<file path="config.mk">
export PLATFORM = sky130hd
export DESIGN_NAME = packet_register_controller_flat
export DESIGN_NICKNAME = d
export VERILOG_FILES = /design/src/rtl/packet_register_controller_if.sv /design/src/rtl/packet_register_controller.sv /design/src/flat_wrapper.sv
export SDC_FILE = /design/constraint.sdc
export NUM_CORES = 1
export LEC_CHECK = 0
export ABC_AREA = 1
export BUFFER_PORTS_ARGS = -buffer_cell sky130_fd_sc_hd__buf_2
export CORE_MARGIN = 2
export CORE_UTILIZATION = 55
export CTS_CLUSTER_SIZE = 28
export DETAILED_ROUTE_END_ITERATION = 10
export GPL_TIMING_DRIVEN = 1
export PLACE_DENSITY = 0.79
export REMOVE_ABC_BUFFERS = 1
export SLEW_MARGIN = 20
export SYNTH_ARGS = -nofsm -noshare
export SYNTH_HDL_FRONTEND = slang
export SYNTH_SLANG_ARGS = --single-unit
export TNS_END_PERCENT = 1
</file>
<file path="constraint.sdc">
create_clock -name ipClk -period 1.65 [get_ports ipClk]
set_input_delay 0.33 -clock ipClk [delete_from_list [all_inputs] [get_ports ipClk]]
set_output_delay 0.33 -clock ipClk [all_outputs]
set_load 0.02 [all_outputs]
</file>
<file path="src/rtl/packet_register_controller_if.sv">
// packet_register_controller_if: UART RX deframer beat stream (Valid/SoP/EoP/Source/Data)
interface packet_register_controller_if;
  logic       Valid;
  logic       SoP;
  logic       EoP;
  logic [7:0] Source;
  logic [7:0] Data;
  modport master (output Valid, SoP, EoP, Source, Data);
  modport slave  (input  Valid, SoP, EoP, Source, Data);
endinterface

</file>
<file path="src/rtl/packet_register_controller.sv">
// packet_register_controller: parses framed UART packets into register write/read strobes
module packet_register_controller #(
  parameter logic [7:0] LOCAL_SOURCE = 8'h01,
  parameter int ADDR_BYTES = 1,
  parameter int DATA_BYTES = 4
) (
  input  logic                      ipClk,
  input  logic                      ipReset,
  packet_register_controller_if.slave ipRxStream,
  output logic                      opWrEnable,
  output logic                      opRdEnable,
  output logic [8*ADDR_BYTES-1:0]   opAddress,
  output logic [8*DATA_BYTES-1:0]   opWrData,
  output logic                      opError
);
  localparam int AW = 8*ADDR_BYTES;
  localparam int DW = 8*DATA_BYTES;
  localparam int MAXB = ADDR_BYTES > DATA_BYTES ? ADDR_BYTES : DATA_BYTES;
  localparam int CW = $clog2(MAXB+1);
  localparam logic [1:0] IDLE = 2'd0, GET_ADDR = 2'd1, GET_DATA = 2'd2, DISCARD = 2'd3;

  logic [1:0]    state;
  logic [CW-1:0] count;
  logic          isWrite;
  logic [AW-1:0] addrShift;
  logic [DW-1:0] dataShift;
  logic          beat, sop, eop, fromLocal, legal, lastAddr, lastData;
  logic [AW-1:0] addrNext;
  logic [DW-1:0] dataNext;

  assign beat      = ipRxStream.Valid;
  assign sop       = beat & ipRxStream.SoP;
  assign eop       = ipRxStream.EoP;
  assign fromLocal = ipRxStream.Source == LOCAL_SOURCE;
  assign legal     = ipRxStream.Data[7:1] == 7'd0;
  assign lastAddr  = count == CW'(ADDR_BYTES-1);
  assign lastData  = count == CW'(DATA_BYTES-1);
  assign addrNext  = AW'({addrShift, ipRxStream.Data});
  assign dataNext  = DW'({dataShift, ipRxStream.Data});

  always_ff @(posedge ipClk) begin
    if (ipReset) begin
      opWrEnable <= 1'b0;
      opRdEnable <= 1'b0;
      opError    <= 1'b0;
      opAddress  <= '0;
      opWrData   <= '0;
      state      <= IDLE;
      count      <= '0;
      isWrite    <= 1'b0;
      addrShift  <= '0;
      dataShift  <= '0;
    end else begin
      opWrEnable <= 1'b0;
      opRdEnable <= 1'b0;
      opError    <= 1'b0;
      // SoP always restarts parsing; an abort mid-packet shares the header's error pulse
      if (sop) begin
        opError <= state == GET_ADDR || state == GET_DATA || (fromLocal && (eop || !legal));
        count   <= '0;
        isWrite <= ipRxStream.Data[0];
        state   <= eop ? IDLE : (!fromLocal || !legal) ? DISCARD : GET_ADDR;
      end else if (beat) begin
        case (state)
          GET_ADDR: begin
            addrShift <= addrNext;
            count     <= count + CW'(1);
            if (lastAddr) begin
              if (!isWrite && eop) begin
                opAddress  <= addrNext;
                opRdEnable <= 1'b1;
                state      <= IDLE;
              end else if (!isWrite || eop) begin
                opError <= 1'b1;
                state   <= eop ? IDLE : DISCARD;
              end else begin
                count <= '0;
                state <= GET_DATA;
              end
            end else if (eop) begin
              opError <= 1'b1;
              state   <= IDLE;
            end
          end
          GET_DATA: begin
            dataShift <= dataNext;
            count     <= count + CW'(1);
            if (lastData && eop) begin
              opAddress  <= addrShift;
              opWrData   <= dataNext;
              opWrEnable <= 1'b1;
              state      <= IDLE;
            end else if (lastData || eop) begin
              opError <= 1'b1;
              state   <= eop ? IDLE : DISCARD;
            end
          end
          DISCARD: state <= eop ? IDLE : DISCARD;
          default: state <= IDLE;
        endcase
      end
    end
  end
endmodule

</file>
<file path="src/flat_wrapper.sv">
// flat-port wrapper written by rule: the top's interface ports become plain ports
module packet_register_controller_flat 
#(
  parameter logic [7:0] LOCAL_SOURCE = 8'h01,
  parameter int ADDR_BYTES = 1,
  parameter int DATA_BYTES = 4
)
  (ipClk, ipReset, opWrEnable, opRdEnable, opAddress, opWrData, opError, ipRxStream_Valid, ipRxStream_SoP, ipRxStream_EoP, ipRxStream_Source, ipRxStream_Data);
  packet_register_controller_if ipRxStream_i ();
  input  logic ipClk;
  input  logic ipReset;
  output logic opWrEnable;
  output logic opRdEnable;
  output logic [8*ADDR_BYTES-1:0] opAddress;
  output logic [8*DATA_BYTES-1:0] opWrData;
  output logic opError;
  input wire logic [$bits(ipRxStream_i.Valid)-1:0] ipRxStream_Valid;
  input wire logic [$bits(ipRxStream_i.SoP)-1:0] ipRxStream_SoP;
  input wire logic [$bits(ipRxStream_i.EoP)-1:0] ipRxStream_EoP;
  input wire logic [$bits(ipRxStream_i.Source)-1:0] ipRxStream_Source;
  input wire logic [$bits(ipRxStream_i.Data)-1:0] ipRxStream_Data;
  assign ipRxStream_i.Valid = ipRxStream_Valid;
  assign ipRxStream_i.SoP = ipRxStream_SoP;
  assign ipRxStream_i.EoP = ipRxStream_EoP;
  assign ipRxStream_i.Source = ipRxStream_Source;
  assign ipRxStream_i.Data = ipRxStream_Data;
  packet_register_controller #(.LOCAL_SOURCE(LOCAL_SOURCE), .ADDR_BYTES(ADDR_BYTES), .DATA_BYTES(DATA_BYTES)) u_core (.ipClk(ipClk), .ipReset(ipReset), .ipRxStream(ipRxStream_i), .opWrEnable(opWrEnable), .opRdEnable(opRdEnable), .opAddress(opAddress), .opWrData(opWrData), .opError(opError));
endmodule
</file>
==> impl_results.md <==
* Synth Area per Inst at 7.79 µm²
* Status: finished clean
* Hold Vio Cnt, Final at 0
* Met3 Use GR at 4.73%
* Worst Hold Endpoint: u_core.addrShift[7]
* Global route overflow at 0
* Htree depth at 3
* DR WL/cell at 13.1 µm
* Register bit total from synthesis at 81
* Max Cap Viol at 0
* Setup TNS at 0 ns
* RSZ-0062 raised after global routing: true
* Worst R2R End: u_core.opAddress[4]
* CTS Sinks at 81
* Nets at 534
* Top Ports at 64
* Netlist cell types at 26
* DP Worst Slack at 0.0161 ns
* Crit-path cells: ha_1 -> ha_1 -> ha_1 -> inv_2 -> a21oi_4 -> buf_12 -> nand4_1 -> a21oi_2
* Worst-path fanout max at 8
* Gr usage total at 23.6%
* FF-to-FF setup slack at 0.07 ns
* Worst hold path type: in -> reg
* Grt peak-use layer: met2
* CP arrival at 1.86 ns
* Vias at 3033
* Routed WL at 7.61 mm
* CTS tree: done
* Clock slew at reported path FFs at 0.08 ns
* Yosys warnings at 0
* Max Buffers Root-to-Sink at 2
* Worst rel slew slack at 77.2%
* First-pass GRT wire length at 12.1 mm
* Seq/Total Area, Yosys at 48.4%
* Clock latency on the worst-skew pair at 0.34 ns
* Final Wtd Congestion at 0.827
* Crit path launch type: register
* Area Growth Syn to Fin at 22.4%
* Port bufs at 63
* Number of cell rows at 28
* Crit. End Element: register
* R2R depth at 8
* Largest net degree at the start of global routing at 28
* Vias in the first global route at 2699
* R2r startpoint: u_core.count[1]
* Starting Density at 56.9%
* Cells after Synth at 430
* Initial drt markers at 177
* Proportion of layout cells with a drive suffix above 1 at 23.5%
* M2 GR Usage at 39.9%
* Setup ws final at 0.0686 ns
* Design area at 0.00410 mm²
* TritonRoute pass-1 iters at 5
* Clock Skew at 0.0104 ns
* Met1 Resource Use GR at 29.7%
* Synthesized cell area at 0.00335 mm²
* Worst path slowest cell: dfxtp_2
* Slew Viols, Final at 0
* Placed Instance Area at 0.00383 mm²
* CTS root buf: clkbuf_8
* CP required at 1.93 ns
* Max incr delay on CP at 0.34 ns
* Fmax at 0.632 GHz
* DRC viols at 0
* DRT antenna net count at 0
* Maximum vdd drop at 0.751 mV
* LEAKAGE at 1.81 nW
* HP Start: ipRxStream_Data[7]
* WHS at 0.278 ns
* Initial antenna violation count at 0
* Chip Height at 82.0 µm
* Hpwl dp at 5.30 mm
* Final period utilization at 95.8%
* Slew @ Worst Pin at 0.340 ns
* Core area at 0.00589 mm²
* Horiz. Die Dim at 82.0 µm
* Worst hold stages at 3
* Vias per inst at 5.21
* Min Tclk post-route at 1.58 ns
* Diodes inserted at 0
* Cell mode on critical path: ha_1
* Die ar. at 0.00673 mm²
* PD cells at 950 mW/mm²
* # setup viols final at 0
* CP Class: reg -> reg
* TritonCTS Buffers at 9
## routing by layer
layer / vias to the layer above / share of wire (%)
met4: 0 / 1.1
met5: - / 0
met1: 1396 / 46
met3: 10 / 4.6
li1: 1556 / -
met2: 71 / 49
## area by class of cell
class                           instances  area (µm²)
Fill cell                             497        1790
Sequential cell                        81        1620
Multi-Input combinational cell        276        1450
Timing Repair Buffer                   83         519
Inverter                               51         191
Clock buffer                           10         128
Tap cell                               75        93.8
Clock inverter                          6        91.3
## kinds of logic (layout without fill, tap and decap cells)
| kind of cell | after synthesis | count (layout) | share of synthesized area [%] |
|---|---|---|---|
| buffers and inverters | 73 | 150 | 9.42 |
| adder cells (fa/ha/maj) | 11 | 11 | 4.11 |
| flip-flops | 81 | 81 | 48.4 |
| AND/OR/NAND/NOR | 150 | 150 | 20.3 |
| AO/OA/AOI/OAI | 115 | 115 | 17.8 |
## through the flow
stage | std cells | util (%) | power [mW]
finish | 582 | 69.6 | 3.89
global route | 582 | 69.6 | 4.04
CTS | 581 | 68.7 | 3.89
detailed placement | 565 | 65.0 | 2.34
global placement | 565 | 65.0 | 2.34
floorplan | 408 | - | 2.21
## critical path: cells and delay by family (launching register included)
kind                       cells  cell delay (ns)
AOI/OAI and AO/OA              2             0.37
adders and majority gates      3             0.46
buffers and inverters          2             0.22
DFF                            1             0.34
and+or+nand+nor                1             0.12
## synth_stat cells, drive strengths merged
cell type | instances | area, µm²
buf | 11 | 82.6
nand2 | 65 | 254
nand3 | 41 | 210
nor3 | 1 | 5.00
inv | 50 | 188
o21ai | 61 | 309
a21oi | 52 | 272
clkbuf | 11 | 41.3
clkinv | 1 | 3.75
nand4 | 8 | 50.1
ha | 11 | 138
o21bai | 2 | 15.0
dfxtp | 81 | 1620
nor2 | 34 | 151
nand3b | 1 | 7.51
## layout by cell type, fill, tap and decap left out, types with 3 or more instances in the layout
| cell type | count |
|---|---|
| a21oi_1 | 47 |
| a21oi_2 | 4 |
| buf_12 | 4 |
| buf_2 | 63 |
| buf_4 | 15 |
| clkbuf_8 | 9 |
| dfxtp_1 | 79 |
| ha_1 | 9 |
| inv_1 | 46 |
| inv_2 | 4 |
| nand2_1 | 61 |
| nand2_2 | 3 |
| nand3_1 | 40 |
| nand4_1 | 8 |
| nor2_1 | 32 |
| o21ai_0 | 39 |
| o21ai_1 | 21 |
## registers in the layout, summed over array words and instances (netlist names)
register,cells
u_core.opWrData,32
u_core.opError,1
u_core.addrShift,8
u_core.opWrEnable,1
u_core.isWrite,1
u_core.opAddress,8
u_core.state,2
u_core.count,3
u_core.dataShift,24
u_core.opRdEnable,1
## how the worst max path moves through the flow
| stage | depth (start not counted) | endpoint | from | slack [ns] |
|---|---|---|---|---|
| floorplan | 7 | u_core.opWrData[0] | u_core.state[0] | -0.32 |
| global placement | 8 | u_core.opWrData[0] | u_core.count[0] | 0.07 |
| detailed placement | 8 | u_core.opWrData[27] | u_core.count[0] | 0.02 |
| CTS | 9 | u_core.opWrData[5] | u_core.count[0] | 0.004 |
| global route | 8 | u_core.opAddress[3] | u_core.count[0] | -0.03 |
| finish | 8 | u_core.opAddress[4] | u_core.count[1] | 0.07 |
## timing repair
action,in CTS,in global routing
endpoints found under the setup margin,0,43
hold buffers,0,0
buffers inserted,0,1
gates resized for setup,0,16
## report_power, final
part	switching (mW)	internal (mW)
clock	0.718	0.861
combinational	0.204	0.115
sequential	0.0132	1.98
(Power assumes the default switching activity.)
